### src/rtl/seg_scan_decoder.sv
// Read-back decoder for a multiplexed active-low 7-segment scan bus.
// Synchronises the bus, waits for each digit slot to hold steady, decodes the
// glyph back to a hex nibble and publishes a full frame once every slot is seen.
module seg_scan_decoder #(
  parameter int ANODES  = 4,
  parameter int SEG_7   = 8,
  parameter int SETTLE  = 4,
  parameter int TIMEOUT = 65536
) (
  input  logic                  clk,
  input  logic                  rst_n,
  input  logic [ANODES-1:0]     anodes,
  input  logic [SEG_7-1:0]      segments,
  output logic [4*ANODES-1:0]   digits,
  output logic [ANODES-1:0]     dp,
  output logic [ANODES-1:0]     blank,
  output logic [ANODES-1:0]     bad,
  output logic                  frame_valid,
  output logic                  scan_lost
);
  localparam int CW = $clog2(SETTLE + 1);
  localparam int TW = $clog2(TIMEOUT + 1);
  localparam int SW = (ANODES > 1) ? $clog2(ANODES) : 1;
  localparam int ZW = $clog2(ANODES + 1);

  typedef enum logic [1:0] {S_IDLE, S_SETTLE, S_HOLD} state_t;

  logic [ANODES-1:0] a1, a2, pa;
  logic [SEG_7-1:0]  s1, s2, ps;
  state_t            state, state_n;
  logic [CW-1:0]     cnt, cnt_n;
  logic [TW-1:0]     tcnt;
  logic [ANODES-1:0] mask;
  logic [ANODES-1:0][3:0] sh_dig, m_dig, dig_q;
  logic [ANODES-1:0] sh_dp, sh_blk, sh_bad, m_dp, m_blk, m_bad;
  logic [ZW-1:0]     zeros;
  logic [SW-1:0]     slot;
  logic              valid, changed, cap;
  logic [6:0]        p;
  logic [3:0]        nib;
  logic              blk, bd;

  assign digits = dig_q;

  // Two-flop synchroniser plus a one-cycle-old copy for change detection.
  always_ff @(posedge clk or negedge rst_n) begin
    if (!rst_n) begin
      a1 <= '1; a2 <= '1; pa <= '1;
      s1 <= '1; s2 <= '1; ps <= '1;
    end else begin
      a1 <= anodes;   a2 <= a1;  pa <= a2;
      s1 <= segments; s2 <= s1;  ps <= s2;
    end
  end

  // A slot is valid only when exactly one anode line is pulled low.
  always_comb begin
    zeros = '0;
    slot  = '0;
    for (int i = 0; i < ANODES; i++) begin
      if (!a2[i]) begin
        zeros = zeros + 1'b1;
        slot  = SW'(i);
      end
    end
    valid   = (zeros == ZW'(1));
    changed = (a2 != pa) || (s2 != ps);
  end

  // Glyph to nibble; all-off is blank, anything unrecognised is flagged bad.
  always_comb begin
    p   = ~s2[6:0];
    nib = 4'h0;
    blk = 1'b0;
    bd  = 1'b0;
    case (p)
      7'h3F: nib = 4'h0;  7'h06: nib = 4'h1;  7'h5B: nib = 4'h2;  7'h4F: nib = 4'h3;
      7'h66: nib = 4'h4;  7'h6D: nib = 4'h5;  7'h7D: nib = 4'h6;  7'h07: nib = 4'h7;
      7'h7F: nib = 4'h8;  7'h6F: nib = 4'h9;  7'h77: nib = 4'hA;  7'h7C: nib = 4'hB;
      7'h39: nib = 4'hC;  7'h5E: nib = 4'hD;  7'h79: nib = 4'hE;  7'h71: nib = 4'hF;
      7'h00: blk = 1'b1;
      default: bd = 1'b1;
    endcase
  end

  // Shadow contents with the current slot's decode merged in, for same-cycle publish.
  always_comb begin
    m_dig = sh_dig;
    m_dp  = sh_dp;
    m_blk = sh_blk;
    m_bad = sh_bad;
    m_dig[slot] = nib;
    m_dp[slot]  = ~s2[7];
    m_blk[slot] = blk;
    m_bad[slot] = bd;
  end

  // Settle FSM next state; capture fires the cycle the stable count reaches SETTLE.
  always_comb begin
    state_n = state;
    cnt_n   = cnt;
    cap     = 1'b0;
    case (state)
      S_IDLE: begin
        if (valid) begin state_n = S_SETTLE; cnt_n = CW'(1); end
      end
      S_SETTLE: begin
        if (!valid)       begin state_n = S_IDLE; cnt_n = '0; end
        else if (changed) cnt_n = CW'(1);
        else              cnt_n = cnt + 1'b1;
      end
      S_HOLD: begin
        if (!valid)       begin state_n = S_IDLE; cnt_n = '0; end
        else if (changed) begin state_n = S_SETTLE; cnt_n = CW'(1); end
      end
      default: begin state_n = S_IDLE; cnt_n = '0; end
    endcase
    if (state_n == S_SETTLE && cnt_n == CW'(SETTLE)) begin
      cap     = 1'b1;
      state_n = S_HOLD;
    end
  end

  // FSM state register.
  always_ff @(posedge clk or negedge rst_n) begin
    if (!rst_n) begin
      state <= S_IDLE;
      cnt   <= '0;
    end else begin
      state <= state_n;
      cnt   <= cnt_n;
    end
  end

  // Shadow/mask capture, frame publish and scan-loss watchdog (capture beats timeout).
  always_ff @(posedge clk or negedge rst_n) begin
    if (!rst_n) begin
      sh_dig <= '0; sh_dp <= '0; sh_blk <= '0; sh_bad <= '0;
      dig_q  <= '0; dp    <= '0; blank  <= '0; bad    <= '0;
      mask <= '0; tcnt <= '0; frame_valid <= 1'b0; scan_lost <= 1'b1;
    end else begin
      frame_valid <= 1'b0;
      if (cap) begin
        sh_dig <= m_dig; sh_dp <= m_dp; sh_blk <= m_blk; sh_bad <= m_bad;
        tcnt      <= '0;
        scan_lost <= 1'b0;
        if (&(mask | ~a2)) begin
          mask        <= '0;
          frame_valid <= 1'b1;
          dig_q <= m_dig; dp <= m_dp; blank <= m_blk; bad <= m_bad;
        end else begin
          mask <= mask | ~a2;
        end
      end else begin
        if (tcnt != TW'(TIMEOUT)) tcnt <= tcnt + 1'b1;
        if (tcnt >= TW'(TIMEOUT - 1)) begin
          scan_lost <= 1'b1;
          mask      <= '0;
        end
      end
    end
  end
endmodule
### config.mk
export PLATFORM = sky130hd
export DESIGN_NAME = seg_scan_decoder
export DESIGN_NICKNAME = d
export VERILOG_FILES = /design/src/rtl/seg_scan_decoder.sv
export SDC_FILE = /design/constraint.sdc
export NUM_CORES = 1
export LEC_CHECK = 0
export CAP_MARGIN = 20
export CORE_ASPECT_RATIO = 1.75
export CORE_MARGIN = 5
export CORE_UTILIZATION = 45
export CTS_CLUSTER_DIAMETER = 60
export DETAILED_ROUTE_END_ITERATION = 10
export MAX_ROUTING_LAYER = met4
export PLACE_DENSITY = 0.69
export SLEW_MARGIN = 20
export SYNTH_ARGS = -nofsm -noshare
export SYNTH_HDL_FRONTEND = slang
export SYNTH_SLANG_ARGS = --single-unit
### constraint.sdc
create_clock -name clk -period 4.6 [get_ports clk]
set_input_delay 0.46 -clock clk [delete_from_list [all_inputs] [get_ports clk]]
set_output_delay 0.46 -clock clk [all_outputs]
set_load 0.02 [all_outputs]
==> results of run 1 <==
## power breakdown
| part | total (mW) | internal, mW | switching, mW |
|---|---|---|---|
| Sequential | 1.12 | 1.09 | 0.0305 |
| Clock | 1.36 | 0.895 | 0.463 |
| Combinational | 0.122 | 0.0493 | 0.0722 |
## stage by stage
step / cell area, um^2 / utilization (%) / total power, mW
2_1_floorplan: 5690 / - / 1.21
3_3_place_gp: 6230 / 50.1 / 1.26
3_5_place_dp: 6230 / 50.1 / 1.26
4_1_cts: 6870 / 55.2 / 2.63
5_1_grt: 6870 / 55.3 / 2.69
6_report: 6870 / 55.3 / 2.60
## cell families (layout without fill, tap and decap cells)
logic type	after synthesis	in the layout	share of synthesized area, %
muxes	61	61	12.8
xor gates and xnor gates	31	31	5.17
buffers and inverters	52	108	4.42
adders and majority gates	7	7	1.54
DFF	120	120	53.6
AOI/OAI and AO/OA	77	77	10.4
and+or+nand+nor	133	133	12.1
## flip-flops by register name, summed over array words and instances, names as in the netlist, 3 cells and up
signal,cells
a1,4
a2,4
bad,4
blank,4
cnt,3
digits,16
dp,4
mask,4
pa,4
ps,8
s1,8
s2,8
sh_bad,4
sh_blk,4
sh_dig,16
sh_dp,4
tcnt,17
## layer usage
| layer | up-vias | global-route usage, % | routed length [um] |
|---|---|---|---|
| met5 | - | - | 0 |
| met4 | 0 | 7.69 | 327 |
| met3 | 23 | 4.12 | 352 |
| met2 | 94 | 27.9 | 6090 |
| met1 | 1871 | 17.7 | 4590 |
| li1 | 1775 | - | - |
## worst max-delay path, delay by kind of cell, from the launching register on
kind	cells	cell delay [ns]
adder cells (fa/ha/maj)	2	0.63
buffers and inverters	2	0.50
AND/OR/NAND/NOR	2	0.63
flip-flops	1	0.59
XOR/XNOR	1	0.24
multiplexers	1	0.39
AO/OA/AOI/OAI	3	0.88
## cell usage in the layout (no fill, tap or decap), types with 10 or more instances in the layout
cell type	netlist	final
clkbuf_16	0	22
mux2_2	39	39
inv_1	28	28
xnor2_1	18	18
nand2_1	39	39
clkdlybuf4s50_1	0	42
o21ai_0	27	27
mux2_4	14	14
xor2_1	10	10
dfstp_2	37	37
dfrtp_1	83	83
nor2_1	33	33
## path summary, 6_finish.rpt
kind	start	cells after the start	to	slack [ns]
setup reg to reg	a2[1]	11	digits[14]	0.59
max in group asynchronous	rst_n	2	ps[2]	3.53
min in group clk	s1[5]	0	s2[5]	0.35
setup / recovery	a2[1]	11	digits[14]	0.59
hold reg to reg	s1[5]	0	s2[5]	0.35
hold / removal	rst_n	1	tcnt[4]	0.09
## layout make-up
class | count | area [um^2] | share of cell area (%)
repair buffers | 48 | 469 | 6.83
clock buffers | 26 | 596 | 8.67
clock inverters | 6 | 42.5 | 0.619
inverters | 28 | 105 | 1.53
flip-flops and latches | 120 | 3050 | 44.4
well taps | 168 | 210 | 3.06
multi-input cells | 309 | 2400 | 34.9
==> out/qor.txt, run 1 <==
Skew-Pair Late Insertion Delay -> 0.41 ns
Initial antenna violation count -> 0
Period utilization -> 87.2%
First-pass DRT Iterations -> 4
Vias -> 3763
CP max stage cell -> dfstp_2
HPWL Detailed -> 7860 um
Synth Area per Inst -> 11.8 um^2
Worst path cell trace -> inv_1 > ha_1 > xnor2_1 > ha_1 > or4b_4 > o22ai_4 > nor2_2 > a22o_1 > o211ai_4 > buf_4 > mux2_2
Post-synth EDFFs -> 0
Overflow left after global routing -> 0
# hold bufs at CTS -> 0
Fmax -> 249 MHz
Synthesized instance count -> 481
Worst vdd ir -> 0.000235 V
Total CTS buffers -> 17
Via/cell ratio -> 5.34
Hold crit path type -> in2async
Dpl cells -> 673
Clock-pin slew on the worst setup and hold paths -> 0.06 ns
Crit-path most repeated cell -> ha_1
Synth cell count leaders -> dfrtp_1 (83), mux2_2 (39), nand2_1 (39)
Nets -> 545
Largest cells by area after synthesis -> dfrtp_1 (36%), dfstp_2 (17%), mux2_2 (7.7%), mux2_4 (3.7%), xnor2_1 (2.8%)
Max Cap Viol -> 0
#FFs+latches synth -> 120
H-tree levels -> 4
Die height -> 159 um
Post-Layout Cell Count -> 705
Ys async rst share -> 100%
Starting Density -> 45.8%
Cell variety after synth -> 64
# IOs -> 44
# diodes -> 0
Synth Flop Type -> dfrtp_1
Worst endpoint data arrival time -> 4.30 ns
Fillers -> 1084
Buffers on Ports -> 43
Critical path class -> reg2reg
Final setup margin -> 0.589 ns
Largest area contributor in the netlist -> dfrtp_1
DR DRC count -> 0
Global-route wire length before repair -> 18700 um
Place WS -> 0.629 ns
Relative slew slack -> 43.1%
Detail Route Antenna Nets -> 0
Status -> finished, final reports clean
Synth warnings -> 0
Final Skew -> 0.0121 ns
Dominant cell by count in the synthesized netlist -> dfrtp_1
Site Rows -> 54
Power Dens Cells -> 379 nW/um^2
Die W -> 95.0 um
Largest net degree at the start of global routing -> 84
Setup TNS Final -> 0 ns
CTS Root Cell -> clkbuf_16
Final Slew Violations -> 0
Syn nets -> 502
Post-DR wirelength/cell -> 16.1 um
Clock Tree Buf Depth -> 2
Crit path time final -> 4.01 ns
Critical Path Max Stage Delay -> 0.59 ns
Worst EP required -> 4.89 ns
Hold slack -> 0.0878 ns
Die area -> 15100 um^2
Fraction of layout cells with a size suffix above 1 -> 27.9%
CTS resizes -> 0
Routed Wire Length -> 11400 um
Synth top area share -> 36.5%
RD Place Congestion -> 0.843
Critical path capture point type -> flop
CP Max Fanout -> 29
Number of global-route vias before repair -> 3833
Core area -> 12400 um^2
Type of origin of the critical path -> flop
GRT Util Overall -> 16.5%
Post-CTS Setup Inserts -> 0
Pleak -> 3.06 nW
# setup viols final -> 0
Area Overhead vs Synth -> 20.7%
Clock sinks -> 120
Slew @ Worst Pin -> 0.846 ns
Final Hold Fails -> 0
RSZ-0062 raised after global routing -> no
Synthesized area -> 5690 um^2
TritonCTS clock tree -> done
Register area share after synthesis -> 53.6%
1st-iter DRT viols -> 96
Note: power is estimated with default switching activity, not from simulation.
==> inputs of run 2 (changes only) <==
Clock period 4.6 ns to 5.1 ns, I/O delays scaled along.
==> run 2 against run 1 <==
  * Sequential cell count unchanged
  * Die area unchanged
  * First-iteration DRC count increased by 13%
  * Combinational power decreased by 11%
  * Highest routed layer unchanged
==> out/qor.txt, run 2 (same netlist as run 1, synthesis figures left out) <==
CTS resizes -> 0
Buffers on Ports -> 43
TritonCTS clock tree -> done
Clock sinks -> 120
Clock-pin slew on the worst setup and hold paths -> 0.06 ns
RD Place Congestion -> 0.835
Slew @ Worst Pin -> 0.912 ns
Power Dens Cells -> 337 nW/um^2
RSZ-0062 raised after global routing -> no
Period utilization -> 80.1%
Die area -> 15100 um^2
Skew-Pair Late Insertion Delay -> 0.41 ns
Final Util -> 54.8%
Most frequent cells in the layout -> dfrtp_1 (83), clkdlybuf4s50_1 (42), nand2_1 (39), mux2_2 (39), dfstp_2 (37)
CP max stage cell -> o21a_1
Max Cap Viol -> 0
# hold bufs at CTS -> 0
Worst path cell trace -> inv_1 > ha_1 > xnor2_1 > ha_1 > or4b_4 > o22ai_4 > o2111a_1 > a22o_1 > o21a_1 > o31ai_1
Reg2Reg Capture Point -> mask[3]
Post-CTS Setup Inserts -> 0
Site Rows -> 54
Vias -> 3690
Via/cell ratio -> 5.24
Final Slew Violations -> 0
GRT Util Overall -> 16.4%
Post-DR wirelength/cell -> 15.8 um
GR peak layer -> met2
GRT met3 Usage -> 3.79%
Final Hold Fails -> 0
R2R Path Start -> a2[1]
Type of origin of the critical path -> flop
HPWL Detailed -> 7810 um
# setup viols final -> 0
1st-iter DRT viols -> 108
Met1 GRT Util -> 17.9%
Die height -> 159 um
Starting Density -> 45.8%
Worst vdd ir -> 0.000228 V
Total CTS buffers -> 17
Clock Tree Buf Depth -> 2
Crit-path most repeated cell -> ha_1
CTS Root Cell -> clkbuf_16
Most flop-heavy register -> tcnt
R2r setup slk -> 1.01 ns
Critical Path Max Stage Delay -> 0.74 ns
# IOs -> 44
First-pass DRT Iterations -> 4
Die W -> 95.0 um
Routed Wire Length -> 11100 um
Relative slew slack -> 39.2%
Fmax -> 245 MHz
Pleak -> 3.03 nW
Global-route wire length before repair -> 18900 um
Crit path time final -> 4.09 ns
DR DRC count -> 0
Overflow left after global routing -> 0
Status -> finished, final reports clean
H-tree levels -> 4
Worst endpoint data arrival time -> 4.34 ns
Nets -> 544
CP Max Fanout -> 24
Critical path class -> reg2reg
Largest net degree at the start of global routing -> 75
Most common cell after layout, fill and taps aside -> dfrtp_1
Worst EP required -> 5.35 ns
Setup TNS Final -> 0 ns
Initial antenna violation count -> 0
Critical path capture point type -> flop
# diodes -> 0
Detail Route Antenna Nets -> 0
Cells on worst reg2reg path -> 10
Max reg flops -> 17
Global Route met2 Usage -> 27.9%
Core area -> 12400 um^2
Number of global-route vias before repair -> 3850
Area Overhead vs Synth -> 19.7%
Fraction of layout cells with a size suffix above 1 -> 28.0%
Final Skew -> 0.0132 ns
Hold crit path type -> in2async
[run 2: power breakdown]
part           switching, mW  internal [mW]  total [mW]
Clock                  0.444          0.729        1.17
Combinational         0.0648         0.0443       0.109
Sequential            0.0276          0.984        1.01
[run 2: layout make-up]
cell class,count,area [um^2]
fill,1123,5620
sequential,120,3050
multi-input combinational,309,2400
timing repair buffer,47,458
clock buffer,17,425
tap,168,210
clock inverter,15,166
inverter,28,105
[run 2: layer usage]
layer | wire length, um | up-vias
li1 | - | 1777
met1 | 4400 | 1834
met2 | 6170 | 61
met3 | 259 | 18
met4 | 301 | 0
met5 | 0 | -
[run 2: how the worst max path moves through the flow]
| stage | start | end | slack (ns) | cells after the start |
|---|---|---|---|---|
| after floorplan | a2[1] | sh_blk[3] | 1.74 | 12 |
| after global routing | a2[1] | mask[3] | 0.76 | 10 |
| after global placement | a2[1] | mask[3] | 1.19 | 10 |
| after detailed placement | a2[1] | mask[3] | 0.99 | 10 |
| final | a2[1] | mask[3] | 1.01 | 10 |
| after CTS | a2[1] | mask[3] | 0.99 | 10 |
[run 2: metrics by stage]
stage / total power [mW] / worst slack [ns] / cells / hold slack, ns / cell area (um^2)
2_1_floorplan: 1.09 / 1.74 / 481 / 0.214 / 5690
3_3_place_gp: 1.13 / 1.19 / 672 / 0.346 / 6220
6_report: 2.29 / 1.01 / 704 / 0.241 / 6810
5_1_grt: 2.38 / 0.756 / 704 / 0.313 / 6810
4_1_cts: 2.32 / 0.988 / 704 / 0.282 / 6810
3_5_place_dp: 1.14 / 0.993 / 672 / 0.347 / 6220
[run 2: worst max-delay path, delay by kind of cell, from the launching register on]
kind / cells / cell delay [ns]
buf+inv: 1 / 0.09
flops: 1 / 0.59
simple gates: 1 / 0.51
fa+ha+maj: 2 / 0.63
xor+xnor: 1 / 0.24
compound gates: 5 / 1.87
==> inputs of run 3 (changes only) <==
Clock period 5.1 ns to 3.8 ns, I/O delays scaled along.
==> run 3 against run 2 <==
  * Global-route usage increased by 0.86 points
  * Wire length increased by 5.8%
  * Critical endpoint is now sh_dig[1]
  * Total power increased by 34%
  * Sequential share of layout area decreased by 0.60 points
  * Clock power increased by 35%
  * Non-clock buffer count increased by 10
  * Sequential cell count unchanged
  * Sequential power increased by 35%
==> out/qor.txt, run 3 (same netlist as run 1, synthesis figures left out) <==
Initial antenna violation count -> 0
Post-DR wirelength/cell -> 16.5 um
Final Skew -> 0.0105 ns
Pleak -> 3.06 nW
Max reg flops -> 17
First-pass DRT Iterations -> 6
Nets -> 554
Buffers on Ports -> 43
Fmax -> 274 MHz
Worst vdd ir -> 0.000279 V
# IOs -> 44
Most frequent cells in the layout -> dfrtp_1 (83), clkdlybuf4s50_1 (42), nand2_1 (39), mux2_2 (39), dfstp_2 (37)
RSZ-0062 raised after global routing -> no
Fin area -> 6910 um^2
Largest net degree at the start of global routing -> 70
CTS Root Cell -> clkbuf_16
Setup TNS Final -> 0 ns
Period utilization -> 95.9%
Fraction of layout cells with a size suffix above 1 -> 29.5%
Critical path capture point type -> flop
Clock sinks -> 120
Site Rows -> 54
Overflow left after global routing -> 0
Relative slew slack -> 38.2%
Most flop-heavy register -> tcnt
Final Hold Fails -> 0
Type of origin of the critical path -> flop
Post-Layout Cell Count -> 714
Via/cell ratio -> 5.35
# hold bufs at CTS -> 0
Slew @ Worst Pin -> 0.919 ns
Clock-pin slew on the worst setup and hold paths -> 0.06 ns
# diodes -> 0
Final Slew Violations -> 0
HPWL Detailed -> 8450 um
Starting Density -> 45.8%
Power Dens Cells -> 446 nW/um^2
TritonCTS clock tree -> done
GRT Util Overall -> 17.3%
Core area -> 12400 um^2
Die W -> 95.0 um
Total CTS buffers -> 17
Global-route wire length before repair -> 19400 um
1st-iter DRT viols -> 146
Crit path time final -> 3.65 ns
Status -> finished, final reports clean
H-tree levels -> 4
Vias -> 3823
Max Cap Viol -> 0
Die height -> 159 um
Die area -> 15100 um^2
Number of global-route vias before repair -> 3942
CP Max Fanout -> 7
Detail Route Antenna Nets -> 0
Clock Tree Buf Depth -> 2
Skew-Pair Late Insertion Delay -> 0.41 ns
RD Place Congestion -> 0.877
Area Overhead vs Synth -> 21.3%
Routed Wire Length -> 11800 um
Hold crit path type -> in2async
Tot Pwr -> 3.08 mW
Dpl cells -> 680
Worst endpoint data arrival time -> 3.93 ns
Placed cell areas -> 6290 um^2
# setup viols final -> 0
Critical path class -> reg2reg
DR DRC count -> 0
Worst EP required -> 4.09 ns
Most common cell after layout, fill and taps aside -> dfrtp_1
[run 3: changes by cell type in the layout (fill, tap and decap cells not counted), sizes merged]
cell,previous run,this run
clkinv,5,3
buf,5,15
inv,34,32
clkinvlp,2,5
clkbuf,17,18
[run 3: critical path, cell delays in order, from the launching register on]
cell and delay [ns]:
dfstp_2 0.58, inv_1 0.09, ha_1 0.34, xnor2_2 0.16, ha_1 0.35, or4b_4 0.51
o22ai_4 0.22, nor2_2 0.12, a22o_1 0.29, buf_4 0.19, o211ai_4 0.29, mux2_2 0.38
[run 3: power by group]
part / internal, mW / total [mW] / switching, mW
registers: 1.32 / 1.36 / 0.0385
logic: 0.0611 / 0.149 / 0.0878
clock network: 0.984 / 1.58 / 0.591
[run 3: area by class of cell]
| type | instances | area, um^2 |
|---|---|---|
| Clock buffer | 18 | 439 |
| Tap cell | 168 | 210 |
| Inverter | 28 | 105 |
| Sequential cell | 120 | 3050 |
| Fill cell | 1072 | 5530 |
| Multi-Input combinational cell | 309 | 2410 |
| Timing Repair Buffer | 57 | 549 |
| Clock inverter | 14 | 146 |
[run 3: path summary, 6_finish.rpt]
kind	slack, ns	from	depth (start not counted)	to
max	0.15	a2[1]	11	sh_dig[1]
min	0.07	rst_n	1	tcnt[4]
max reg2reg	0.15	a2[1]	11	sh_dig[1]
min reg2reg	0.35	s1[5]	0	s2[5]
max in group asynchronous	2.75	rst_n	2	ps[1]
min in group clk	0.35	s1[5]	0	s2[5]
[run 3: layer usage]
layer | part of all wire (%) | global-route usage, %
met1 | 38 | 17.4
met5 | 0 | -
met3 | 3.0 | 3.98
met4 | 4.7 | 10.7
met2 | 55 | 29.3
[run 3: per-stage QoR]
stage | hold slack [ns] | setup slack [ns] | util [%]
CTS | 0.108 | 0.0972 | 55.3
finish | 0.0737 | 0.155 | 55.6
global placement | 0.345 | 0.267 | 50.6
detailed placement | 0.347 | 0.102 | 50.6
global route | 0.138 | 0.00471 | 55.6
floorplan | 0.0844 | 0.437 | -
[run 3: timing repair]
item | CTS | global route
setup buffers | 0 | 2
endpoints found under the hold margin | 0 | 0
gates resized for setup | 0 | 3
setup endpoints to repair | 0 | 43
